`src/rtl/q_vec_pkg.sv`:
```
// rtl/q_vec_pkg.sv - shared constants, vector table and FSM encoding for q_vector_driver
package q_vec_pkg;

    localparam int W     = 3;
    localparam int DEPTH = 4;

    // One self-test vector: operands driven to Q and the result Q must return.
    typedef struct packed {
        logic [W-1:0] a;
        logic [W-1:0] b;
        logic [W-1:0] exp;
    } q_vec_t;

    // Expected values are (a + b) mod 2^W.
    localparam q_vec_t VEC_TABLE [DEPTH] = '{
        '{a: 3'd5, b: 3'd2, exp: 3'd7},
        '{a: 3'd7, b: 3'd3, exp: 3'd2},
        '{a: 3'd0, b: 3'd2, exp: 3'd2},
        '{a: 3'd1, b: 3'd1, exp: 3'd2}
    };

    typedef enum logic [2:0] {
        ST_IDLE,
        ST_ISSUE,
        ST_WAIT,
        ST_CHECK,
        ST_DONE
    } state_t;

endpackage

```
`src/rtl/q_vector_driver.sv`:
```
// rtl/q_vector_driver.sv - built-in self-test initiator that drives Q and checks its result
module q_vector_driver
    import q_vec_pkg::*;
#(
    parameter int  LAT = 1,
    localparam int EW  = $clog2(DEPTH + 1),
    localparam int IW  = $clog2(DEPTH),
    localparam int CW  = (LAT > 1) ? $clog2(LAT) : 1
) (
    input  logic          clk,
    input  logic          reset,
    input  logic          start,
    output logic [W-1:0]  a_out,
    output logic [W-1:0]  b_out,
    output logic          op_valid,
    input  logic [W-1:0]  f_in,
    output logic          busy,
    output logic          done,
    output logic [EW-1:0] err_count,
    output logic          pass,
    output logic [IW-1:0] vec_idx
);

    state_t        state_q, state_d;
    logic [IW-1:0] idx_q, idx_d;
    logic [EW-1:0] err_q, err_d;
    logic [CW-1:0] cnt_q, cnt_d;
    logic [W-1:0]  a_hold_q, a_hold_d;
    logic [W-1:0]  b_hold_q, b_hold_d;
    q_vec_t        cur;

    assign cur = VEC_TABLE[idx_q];

    // State and datapath registers; reset clears every visible result at once.
    always_ff @(posedge clk or posedge reset) begin
        if (reset) begin
            state_q  <= ST_IDLE;
            idx_q    <= '0;
            err_q    <= '0;
            cnt_q    <= '0;
            a_hold_q <= '0;
            b_hold_q <= '0;
        end else begin
            state_q  <= state_d;
            idx_q    <= idx_d;
            err_q    <= err_d;
            cnt_q    <= cnt_d;
            a_hold_q <= a_hold_d;
            b_hold_q <= b_hold_d;
        end
    end

    // Sequencing: issue one vector, wait LAT cycles for Q, check, advance.
    always_comb begin
        state_d  = state_q;
        idx_d    = idx_q;
        err_d    = err_q;
        cnt_d    = cnt_q;
        a_hold_d = a_hold_q;
        b_hold_d = b_hold_q;
        case (state_q)
            ST_IDLE, ST_DONE: begin
                if (start) begin
                    state_d = ST_ISSUE;
                    idx_d   = '0;
                    err_d   = '0;
                end
            end
            ST_ISSUE: begin
                // Operands are captured so they stay stable while Q computes.
                a_hold_d = cur.a;
                b_hold_d = cur.b;
                cnt_d    = CW'(LAT - 1);
                state_d  = ST_WAIT;
            end
            ST_WAIT: begin
                if (cnt_q == '0) begin
                    state_d = ST_CHECK;
                end else begin
                    cnt_d = cnt_q - CW'(1);
                end
            end
            ST_CHECK: begin
                if ((f_in != cur.exp) && (err_q != EW'(DEPTH))) begin
                    err_d = err_q + EW'(1);
                end
                if (idx_q == IW'(DEPTH - 1)) begin
                    state_d = ST_DONE;
                end else begin
                    idx_d   = idx_q + IW'(1);
                    state_d = ST_ISSUE;
                end
            end
            default: state_d = ST_IDLE;
        endcase
    end

    // During ISSUE the table entry goes straight out so op_valid and operands align.
    assign a_out     = (state_q == ST_ISSUE) ? cur.a : a_hold_q;
    assign b_out     = (state_q == ST_ISSUE) ? cur.b : b_hold_q;
    assign op_valid  = (state_q == ST_ISSUE);
    assign busy      = (state_q == ST_ISSUE) || (state_q == ST_WAIT) || (state_q == ST_CHECK);
    assign done      = (state_q == ST_DONE);
    assign err_count = err_q;
    assign pass      = done && (err_q == '0);
    assign vec_idx   = idx_q;

endmodule

```
`config.mk`:
```
export PLATFORM = sky130hd
export DESIGN_NAME = q_vector_driver
export DESIGN_NICKNAME = d
export VERILOG_FILES = /design/src/rtl/q_vec_pkg.sv /design/src/rtl/q_vector_driver.sv
export SDC_FILE = /design/constraint.sdc
export NUM_CORES = 1
export LEC_CHECK = 0
export CAP_MARGIN = 20
export CORE_MARGIN = 2
export CORE_UTILIZATION = 45
export DETAILED_ROUTE_END_ITERATION = 8
export GPL_TIMING_DRIVEN = 0
export MAX_ROUTING_LAYER = met4
export PLACE_DENSITY = 0.84
export SLEW_MARGIN = 0
export SYNTH_ARGS = -nofsm -noshare
export SYNTH_HDL_FRONTEND = slang
export SYNTH_SLANG_ARGS = --single-unit
```
`constraint.sdc`:
```
create_clock -name clk -period 1.8 [get_ports clk]
set_input_delay 0.36 -clock clk [delete_from_list [all_inputs] [get_ports clk]]
set_output_delay 0.36 -clock clk [all_outputs]
set_load 0.03 [all_outputs]
```
==> flow_metrics.env <==
export IMPL_timing_rr_start="vec_idx[0]"
export IMPL_rr_endpoint="err_count[2]"
export IMPL_layout_core_utilization=0.780
export IMPL_area_growth_pct=62.1
export IMPL_overall_die_area_um2=1970
export IMPL_antenna_diode_count=0
export IMPL_worst_slew_pin_transition_ns=0.543
export IMPL_seq_area_frac_synth=0.478
export IMPL_final_area_um2=1190
export IMPL_fmax_mhz=569
export IMPL_synth_area_top_cells="sky130_fd_sc_hd__dfrtp_1, sky130_fd_sc_hd__ha_1, sky130_fd_sc_hd__o21ai_0"
export IMPL_number_of_nets_in_the_layout=125
export IMPL_timing_hold_worst_class="in -> async"
export IMPL_cts_root_buffer="sky130_fd_sc_hd__clkbuf_4"
export IMPL_maxCapViolations=0
export IMPL_synth_distinct_cells=24
export IMPL_clkTransAtPathRegs_ns=0.09
export IMPL_number_of_top_level_pins=21
export IMPL_die_h_um=44.4
export IMPL_detail_route_vias_per_cell=5.23
export IMPL_critical_path_max_fanout=6
export IMPL_clockBufferDepth=2
export IMPL_hold_ws_ns=0.420
export IMPL_placed_cells=110
export IMPL_via_count=664
export IMPL_synth_warning_count=0
export IMPL_firstDrtPassIters=4
export IMPL_cp_num_buf_inv=1
export IMPL_tritoncts_num_sinks=14
export IMPL_post_synth_instance_area_um2=733
export IMPL_synth_area_leader_cell="sky130_fd_sc_hd__dfrtp_1"
export IMPL_drt_wl_total_um=1850
export IMPL_timing_clock_skew_ns=0.00189
export IMPL_grt_overflow_total=0
export IMPL_grt_pass1_vias=622
export IMPL_tritoncts_num_buffers=3
export IMPL_grt_start_max_net_pins=15
export IMPL_rows=14
export IMPL_timing_critical_path_depth=1
export IMPL_crit_type="reg -> out"
export IMPL_worst_endpoint_required_ns=1.44
export IMPL_core_region_um2=1520
export IMPL_grt_usage=0.204
export IMPL_grt_pass1_wl_um=2730
export IMPL_timing_reg2reg_worst_path_depth=6
export IMPL_post_route_cells_drive_above_1_share=0.468
export IMPL_worstPathCellList="clkdlybuf4s50_1"
export IMPL_crit_path_end_kind="output port"
export IMPL_timing_hold_violations_final=0
export IMPL_critical_path_max_stage_delay_ns=0.69
export IMPL_insertion_delay_ns=0.28
export IMPL_die_w_um=44.4
export IMPL_cp_arrival_ns=1.40
export IMPL_syn_area_per_cell_um2=9.91
export IMPL_postSynthCellCount=74
export IMPL_initial_utilization=0.481
export IMPL_initial_antenna_violation_count=0
export IMPL_timing_critical_path_from_type="flop"
export IMPL_drt_antenna_violating_nets=0
export IMPL_status="complete, no violations"
export IMPL_drc=0
export IMPL_placement_cell_area_um2=960
export IMPL_drt_first_iter_violations=15
export IMPL_mappedNetlistNets=87
export IMPL_drv_slew=0
export IMPL_number_of_register_bits_inferred_by_synthesis=14
export IMPL_cts_tree="done"
export IMPL_critical_path_top_delay_family="buffers and inverters"
export IMPL_minimum_clock_period_after_layout_ns=1.76
export IMPL_finalNonFillerCells=127
export IMPL_buffer_ports_inserted=20
export IMPL_r2r_setup_slack_ns=0.11
export IMPL_detailedPlacementHpwl_um=1020
export IMPL_setup_violations=0
export IMPL_post_route_period_util=0.976
export IMPL_tightest_slew_margin_relative_to_the_limit=0.638
export IMPL_h_tree_levels=1
export IMPL_top_area_cell_type_share_of_the_netlist_area=0.478
export IMPL_place_gp_congestion=0.694
export IMPL_wl_per_cell_um=14.5
export IMPL_cp_slowest_cell="sky130_fd_sc_hd__clkdlybuf4s50_1"
## cells by family (layout without fill, tap and decap cells)
family          Yosys count  after routing  synth area share
compound gates           12             12            0.0973
xor+xnor                  1              1            0.0119
fa+ha+maj                 7              7             0.119
buf+inv                  11             48            0.0665
flops                    14             14             0.478
mux                       2              2            0.0307
simple gates             27             27             0.196
## registers in the layout, summed over array words and instances, names as in the netlist
signal	cells
err_count	3
state_q	3
a_hold_q	3
b_hold_q	3
vec_idx	2
## synth_stat cells (all sizes together)
cell type / instances
a21o: 1
a22o: 1
and2: 1
and3b: 1
buf: 1
clkbuf: 1
dfrtp: 14
ha: 7
inv: 9
mux2: 2
nand2: 10
nand2b: 1
nand3: 2
nand3b: 1
nand4: 2
nor2: 5
nor3b: 1
o211ai: 1
o21ai: 8
o31ai: 1
or2b: 1
or3b: 1
or4b: 1
xnor2: 1
## cell usage in the layout, fill, tap and decap left out, drive strengths merged, types with 2 or more instances in the layout
cell type,synthesis,routed
buf,1,23
dfrtp,14,14
nand2,10,10
inv,9,9
o21ai,8,8
clkdlybuf4s50,0,7
ha,7,7
nor2,5,5
clkbuf,1,4
dlymetal6s2s,0,3
nand4,2,2
nand3,2,2
mux2,2,2
## stage by stage
stage / setup WS (ns) / setup TNS [ns]
finish: 0.0429 / 0
global route: -0.0219 / -0.0219
CTS: -0.0610 / -0.152
detailed placement: -0.420 / -2.22
global placement: -0.378 / -2.02
floorplan: -0.124 / -0.372
## area by class of cell
| type | instances | area (µm²) |
|---|---|---|
| plain buffers | 1 | 15.0 |
| multi-input cells | 49 | 410 |
| well taps | 16 | 20.0 |
| repair buffers | 34 | 317 |
| clock buffers | 4 | 36.3 |
| fillers | 104 | 335 |
| flip-flops and latches | 14 | 357 |
| inverters | 9 | 33.8 |
## worst max path at each step
| stage | startpoint | to | slack (ns) |
|---|---|---|---|
| 6_report | vec_idx[1] | vec_idx[1] | 0.04 |
| 5_1_grt | state_q[1] | b_out[0] | -0.02 |
| 4_1_cts | state_q[1] | b_out[1] | -0.06 |
| 3_5_place_dp | state_q[1] | b_out[0] | -0.42 |
| 3_3_place_gp | state_q[1] | b_out[0] | -0.38 |
| 2_1_floorplan | state_q[1] | a_out[2] | -0.12 |
## metal layers
| layer | part of all wire | GRT usage |
|---|---|---|
| met4 | 0.0076 | 0.0727 |
| met2 | 0.56 | 0.350 |
| met5 | 0 | - |
| met1 | 0.39 | 0.237 |
| met3 | 0.044 | 0.0367 |
## timing repair
item,in CTS,in global routing
endpoints found under the setup margin,11,15
cloned,1,0
gates resized for setup,79,20
pin swaps,3,1
buffers inserted,10,4
hold buffers,0,0
Power is not shown: default switching activity piles up to over one toggle a cycle in this logic, so the estimate is an artifact.
